`src/rtl/x_token_pkg.sv`:
```
// Shared token definitions for the packet-aware token FIFO.
// Control codes, default token width and end-of-packet detection.
package x_token_pkg;

  localparam int TOKEN_W = 9;

  localparam logic [7:0] CT_END   = 8'h01;
  localparam logic [7:0] CT_PAUSE = 8'h02;

  // ctl is the token's control flag (its top bit), val its low byte.
  function automatic logic is_eop(
    input logic       ctl,
    input logic [7:0] val
  );
    return ctl && (val == CT_END || val == CT_PAUSE);
  endfunction

endpackage

```
`src/rtl/x_token_fifo_mem.sv`:
```
// DEPTH x WIDTH storage, one synchronous write port, async read port.
// Ports: clk, we/waddr/wdata write side; raddr/rdata read side.
module x_token_fifo_mem #(
  parameter int WIDTH = 9,
  parameter int DEPTH = 8
) (
  input  logic                     clk,
  input  logic                     we,
  input  logic [$clog2(DEPTH)-1:0] waddr,
  input  logic [WIDTH-1:0]         wdata,
  input  logic [$clog2(DEPTH)-1:0] raddr,
  output logic [WIDTH-1:0]         rdata
);

  logic [WIDTH-1:0] mem [DEPTH];

  always_ff @(posedge clk) begin
    if (we) mem[waddr] <= wdata;
  end

  assign rdata = mem[raddr];

endmodule

```
`src/rtl/x_token_pkt_fifo.sv`:
```
// First-word fall-through token FIFO that tracks stored end-of-packet tokens.
// Ports: clk, reset, flush; din/wr_en in; dout/rd_en out; status flags,
// count, pkt_count, pkt_avail, overflow/underflow pulses.
module x_token_pkt_fifo
  import x_token_pkg::*;
#(
  parameter int WIDTH    = TOKEN_W,
  parameter int DEPTH    = 8,
  parameter int AF_LEVEL = DEPTH - 2
) (
  input  logic                   clk,
  input  logic                   reset,
  input  logic                   flush,
  input  logic [WIDTH-1:0]       din,
  input  logic                   wr_en,
  input  logic                   rd_en,
  output logic [WIDTH-1:0]       dout,
  output logic                   empty,
  output logic                   full,
  output logic                   almost_full,
  output logic [$clog2(DEPTH):0] count,
  output logic [$clog2(DEPTH):0] pkt_count,
  output logic                   pkt_avail,
  output logic                   overflow,
  output logic                   underflow
);

  localparam int AW = $clog2(DEPTH);
  localparam int CW = AW + 1;
  localparam logic [AW:0] AF = CW'(AF_LEVEL);

  logic [AW:0] wptr;
  logic [AW:0] rptr;
  logic        wr_ok;
  logic        rd_ok;
  logic        eop_in;
  logic        eop_out;

  assign empty = wptr == rptr;
  assign full  = (wptr[AW-1:0] == rptr[AW-1:0])
              && (wptr[AW] != rptr[AW]);

  // Pointers wrap modulo 2*DEPTH, so the difference is the occupancy.
  assign count       = wptr - rptr;
  assign almost_full = count >= AF;
  assign pkt_avail   = pkt_count != '0;

  assign wr_ok = wr_en && !full && !flush;
  assign rd_ok = rd_en && !empty && !flush;

  assign eop_in  = is_eop(din[WIDTH-1], din[7:0]);
  assign eop_out = is_eop(dout[WIDTH-1], dout[7:0]);

  x_token_fifo_mem #(
    .WIDTH(WIDTH),
    .DEPTH(DEPTH)
  ) u_mem (
    .clk  (clk),
    .we   (wr_ok && !reset),
    .waddr(wptr[AW-1:0]),
    .wdata(din),
    .raddr(rptr[AW-1:0]),
    .rdata(dout)
  );

  always_ff @(posedge clk) begin
    if (reset) begin
      wptr      <= '0;
      rptr      <= '0;
      pkt_count <= '0;
      overflow  <= 1'b0;
      underflow <= 1'b0;
    end else begin
      overflow  <= wr_en && full && !flush;
      underflow <= rd_en && empty && !flush;
      if (flush) begin
        wptr      <= '0;
        rptr      <= '0;
        pkt_count <= '0;
      end else begin
        if (wr_ok) wptr <= wptr + 1'b1;
        if (rd_ok) rptr <= rptr + 1'b1;
        // EOP in and EOP out in one cycle cancel each other.
        if ((wr_ok && eop_in) && !(rd_ok && eop_out))
          pkt_count <= pkt_count + 1'b1;
        else if (!(wr_ok && eop_in) && (rd_ok && eop_out))
          pkt_count <= pkt_count - 1'b1;
      end
    end
  end

endmodule
```
`config.mk`:
```
export PLATFORM = sky130hd
export DESIGN_NAME = x_token_pkt_fifo
export DESIGN_NICKNAME = d
export VERILOG_FILES = /design/src/rtl/x_token_pkg.sv /design/src/rtl/x_token_fifo_mem.sv /design/src/rtl/x_token_pkt_fifo.sv
export SDC_FILE = /design/constraint.sdc
export NUM_CORES = 1
export LEC_CHECK = 0
export CAP_MARGIN = 20
export CORE_MARGIN = 8
export CORE_UTILIZATION = 59
export CTS_BUF_LIST = sky130_fd_sc_hd__clkbuf_4
export DETAILED_ROUTE_END_ITERATION = 10
export GPL_TIMING_DRIVEN = 0
export PLACE_DENSITY = 0.82
export SYNTH_ARGS = -nofsm -noshare
export SYNTH_HDL_FRONTEND = slang
export SYNTH_SLANG_ARGS = --single-unit
```
`constraint.sdc`:
```
create_clock -name clk -period 4.33 [get_ports clk]
set_clock_uncertainty 0.2 [all_clocks]
set_input_delay 0.866 -clock clk [delete_from_list [all_inputs] [get_ports clk]]
set_output_delay 0.866 -clock clk [all_outputs]
set_load 0.05 [all_outputs]
```
==> flow_summary.toml, run 1 <==
[timing]
slew_headroom = 0.278
holdWs_ns = 0.328
rsz0062_at_grt = "no"
tightest_slew_ns = 1.08
worst_slack_ns = 0.523
drv_slew = 0
tns_ns = 0
min_period_ns = 3.81
max_freq_ghz = 0.263
hold_violations = 0
fin_crit_sh = 0.879
finalSetupViolCount = 0

[clock_network]
cts_tree = "yes"
cts_buffer_depth = 2
cts_buffers = 9
cts-root-buf = "clkbuf_4"
post-cts-setup-buffers = 0
cts_hold_buf = 0
worstSkewPairLatency_ns = 0.42
cts.sinks = 89
cts_resized = 0
cts.clk_slew.worst_paths_ns = 0.13
h-tree-depth = 3

[route]
drtIter0Drc = 115
viasPerCell = 5.85
drc = 0
drtAntennaViolNets = 0
drt_wl_total_um = 7170
routedWlPerCell_um = 20.7
drtPass1Iterations = 4
vias = 2023

[yosys]
synth_fp_nets = 240
synth_cell_types = 37
synth_area_leader_cell = "edfxtp_1"
synth-simple-area-share = 0.0662
synth_top_family_by_area = "multiplexers"
ys.flop_type = "edfxtp_1"
synthArstFlopShare = 0
synthTopCellsByArea = "edfxtp_1 58%, dfxtp_1 9.1%, mux4_2 7.8%"
syn_area_mm2 = 0.00374
ys_ff_latch = 89
synthCells = 216
syn_avg_cell_area_um2 = 17.3
synth_edf_count = 72
ys_seq_area_frac = 0.669
synth-xor-area-share = 0.0348
yosysTopAreaCellShare = 0.578
synth_warnings = 0
synth_compound_area_frac = 0.0174
synthAdderAreaFrac = 0.0375
muxShareOfSynthArea = 0.147

[global_route]
grt_max_degree = 15
grt_pass1_vias = 2188
grt.overflow.total = 0
grt_use_total = 0.173
grt_pass1_wl_um = 11300
antenna_found_initial = 0

[layout]
final_cell_mix = "72 x edfxtp_1, 36 x clkdlybuf4s50_1, 19 x nor2_1"
final_util = 0.697
syn2layout_area_growth_pct = 16.4
antenna_cells = 0
nNetsFinal = 288
final_common_cell = "edfxtp_1"
layout-drive-gt1-share = 0.171

[placed_design]
place_ws_ns = 0.311
dp_hpwl_um = 4920
place.gp.congestion = 0.858
numPortBuffers = 36

[floorplanning]
start_util = 0.599
core_mm2 = 0.00624
num_rows = 29
ios = 37
die_h_um = 95.6
die_x_um = 95.6
dieArea_mm2 = 0.00914

[critical_path]
critPathKind = "reg2out"
path_cells = "ha_1, a21o_1, a21oi_1, xnor2_1, a21o_1, clkdlybuf4s50_1"
crit_fanout = 9
crit_path_max_incr_delay_ns = 0.79
arrival_ns = 2.74
crit_slowest_cell = "clkdlybuf4s50_1"
cpMostUsedCell = "a21o_1"
cp-end-kind = "output pin"
critPathLaunchType = "flop"
cp.required_ns = 3.26

[run]
drv_cap = 0

[pwr]
finalPower_uw = 1470
vdd_drop_max_mv = 0.227
p_leak_uw = 0.00143
powerDensity_mw_per_mm2 = 337

[outcome]
status = "complete, no violations"

[worst_hold_path]
hold_class = "reg2reg"
-- Yosys cell counts (2+ instances only) --
| library cell | instances |
|---|---|
| a21o_1 | 3 |
| a21oi_1 | 5 |
| buf_6 | 3 |
| clkbuf_1 | 2 |
| dfxtp_1 | 17 |
| edfxtp_1 | 72 |
| fa_1 | 2 |
| ha_1 | 8 |
| inv_1 | 8 |
| mux2_2 | 8 |
| mux2i_1 | 2 |
| mux4_1 | 5 |
| mux4_2 | 13 |
| nand2_1 | 5 |
| nand2b_1 | 2 |
| nand3_1 | 4 |
| nor2_1 | 19 |
| nor3_1 | 5 |
| nor4b_1 | 2 |
| or3_1 | 2 |
| or4_1 | 2 |
| xnor2_1 | 7 |
| xor2_1 | 6 |
-- sequential cells by signal, indices dropped and copies added, names as in the netlist, named ones only --
name       count
rptr           4
underflow      1
pkt_count      4
overflow       1
wptr           4
u_mem.mem     72
-- critical path, delay by kind of cell, from the launching register on --
kind	cells	cell delay, ns
XOR/XNOR	1	0.16
AO/OA/AOI/OAI	3	0.47
adder cells (fa/ha/maj)	1	0.33
flip-flops	1	0.56
buffers and inverters	1	0.79
-- where the power goes --
group	switching, µW	leakage (µW)	total [µW]	internal, µW
clock network	261	0.0000731	440	179
registers	2.52	0.000786	930	928
logic	60.3	0.000573	98.4	38.2
-- kinds of logic after synthesis --
| logic type | count (synthesis) |
|---|---|
| xor gates and xnor gates | 14 |
| and+or+nand+nor | 48 |
| DFF | 89 |
| adders and majority gates | 10 |
| buffers and inverters | 15 |
| muxes | 29 |
| AOI/OAI and AO/OA | 11 |
-- final cells by class --
type                    instances  area, µm²
clock buffers                  10       75.1
fillers                       441       1890
repair buffers                 37        372
flip-flops and latches         89       2500
plain buffers                   7       75.1
clock inverters                 6       58.8
well taps                      77       96.3
inverters                       8       30.0
multi-input cells             112       1140
-- final timing paths --
check,from,to,slack [ns],cells after the start
worst max-delay path,wptr[1]$_SDFFE_PP0P_,almost_full,0.52,6
worst max register to register,flop,pkt_count[3]$_SDFFE_PP0P_,0.57,13
worst min-delay path,rptr[1]$_SDFFE_PP0P_,flop,0.33,2
worst min register to register,rptr[1]$_SDFFE_PP0P_,flop,0.33,2
-- metrics by stage --
stage | cell area [µm²] | std cells
floorplan | 3740 | 216
global placement | 4200 | 329
detailed placement | 4220 | 330
CTS | 4350 | 346
global route | 4350 | 346
finish | 4350 | 346
-- routing by layer --
layer	part of all wire	up-vias	global-route usage
li1	-	934	-
met1	0.43	1014	0.210
met2	0.49	63	0.275
met3	0.062	12	0.0543
met4	0.020	0	0.0807
met5	0	-	0
Note: power is estimated with default switching activity, not from simulation.
==> inputs of run 2 (changes only) <==
- CORE_MARGIN: 8 -> 2
==> run 2 against run 1 <==
  * Via count fell by 1.9%
  * Fmax barely moved
  * Wire length fell by 5.3%
  * Clock power rose by 1%
  * Total power rose by 0.30%
  * First-iteration DRC count rose by 22%
  * Setup slack got worse by 0.0027 ns
  * Register-to-register slack improved by 0.04 ns
  * Critical path type unchanged
  * Largest cell class unchanged
  * Highest routed layer unchanged
==> flow_summary.toml, run 2 (same netlist as run 1, synthesis figures left out) <==
[route]
drt_wl_total_um = 6790
route.met3.wl_um = 327
drtPass1Iterations = 4
drtAntennaViolNets = 0
vias = 1985
routedWlPerCell_um = 19.6
top_layer = "met4"
viasPerCell = 5.74
drtIter0Drc = 140
route.met2.wl_um = 3390
drc = 0
wl_met1_um = 2990

[global_route]
grt_max_degree = 16
grt_use_total = 0.212
grt_pass1_wl_um = 10700
antenna_found_initial = 0
grt_pass1_vias = 2033
grt.overflow.total = 0

[critical_path]
cp-end-kind = "output pin"
reg2regPathDepth = 13
reg2reg_to = "pkt_count[3]$_SDFFE_PP0P_"
cp.required_ns = 3.26
crit_fanout = 9
critPathKind = "reg2out"
arrival_ns = 2.74
r2r_setup_slack_ns = 0.61
critPathLaunchType = "flop"

[clock_network]
h-tree-depth = 3
cts-root-buf = "clkbuf_4"
cts.clk_slew.worst_paths_ns = 0.13
cts.sinks = 89
cts_buffer_depth = 2
post-cts-setup-buffers = 0
cts_hold_buf = 0
cts_buffers = 9
cts_tree = "yes"
cts_resized = 0
worstSkewPairLatency_ns = 0.43

[timing]
min_period_ns = 3.81
finalSetupViolCount = 0
worst_slack_ns = 0.521
hold_violations = 0
rsz0062_at_grt = "no"
slew_headroom = 0.287
fin_crit_sh = 0.880
tightest_slew_ns = 1.07
drv_slew = 0
max_freq_ghz = 0.263
tns_ns = 0

[layout]
nNetsFinal = 288
largest_reg_flops = 72
syn2layout_area_growth_pct = 16.5
final_common_cell = "edfxtp_1"
layout-drive-gt1-share = 0.175
antenna_cells = 0
final_cell_mix = "72 x edfxtp_1, 36 x clkdlybuf4s50_1, 19 x nor2_1"
regMostFlops = "u_mem.mem"
fill_cells = 426

[floorplanning]
core_mm2 = 0.00624
ios = 37
dieArea_mm2 = 0.00699
die_h_um = 83.6
die_x_um = 83.6
start_util = 0.599
num_rows = 29

[pwr]
powerDensity_mw_per_mm2 = 338
p_leak_uw = 0.00143
vdd_drop_max_mv = 0.255
finalPower_uw = 1470

[placed_design]
numPortBuffers = 36
place_ws_ns = 0.326
dp_hpwl_um = 4630
place.gp.congestion = 0.874

[worst_hold_path]
holdPathStages = 2
min-delay-start = "pkt_count[3]$_SDFFE_PP0P_"
worstHoldEndpoint = "pkt_count[3]$_SDFFE_PP0P_"
hold_class = "reg2reg"

[outcome]
status = "complete, no violations"

[run]
drv_cap = 0
[run 2: worst max-delay path by stage]
stage          cells after the start                   endpoint  slack [ns]            startpoint
2_1_floorplan                     13  pkt_count[3]$_SDFFE_PP0P_        0.93                  flop
3_3_place_gp                       5  u_mem.mem[1][4]$_DFFE_PP_        0.12                 flush
3_5_place_dp                      12  pkt_count[3]$_SDFFE_PP0P_        0.33                 flush
4_1_cts                            6                almost_full        0.47  wptr[1]$_SDFFE_PP0P_
5_1_grt                           13  pkt_count[3]$_SDFFE_PP0P_        0.29  wptr[1]$_SDFFE_PP0P_
6_report                           6                almost_full        0.52  wptr[1]$_SDFFE_PP0P_
[run 2: power by group]
part           internal (µW)  switching [µW]  leakage [µW]
clock                    175             270     0.0000712
combinational           38.2            59.3      0.000573
sequential               928            2.53      0.000786
[run 2: layout make-up]
class | count | area [µm²] | area share
clock buffers | 9 | 67.6 | 0.0155
plain buffers | 7 | 75.1 | 0.0172
flip-flops and latches | 89 | 2500 | 0.574
clock inverters | 7 | 71.3 | 0.0164
multi-input cells | 112 | 1140 | 0.262
inverters | 8 | 30.0 | 0.00689
repair buffers | 37 | 372 | 0.0853
well taps | 77 | 96.3 | 0.0221
[run 2: routing by layer]
metal | vias to the layer above | track usage
met3 | 6 | 0.0475
met1 | 987 | 0.293
li1 | 937 | -
met4 | 0 | 0.0704
met5 | - | 0
met2 | 55 | 0.340
[run 2: worst max-delay path: stages (launching register included)]
cell and delay (ns):
dfxtp_1 0.56, ha_1 0.33, a21o_1 0.18, a21oi_1 0.17
xnor2_1 0.16, a21o_1 0.11, clkdlybuf4s50_1 0.80
[run 2: per-stage QoR]
step                hold slack, ns   util  cells  area [µm²]
finish                       0.318  0.698    346        4360
global route                 0.364  0.698    346        4360
CTS                          0.319  0.698    346        4360
detailed placement           0.300  0.676    330        4220
global placement             0.291  0.672    329        4200
floorplan                    0.280      -    216        3740
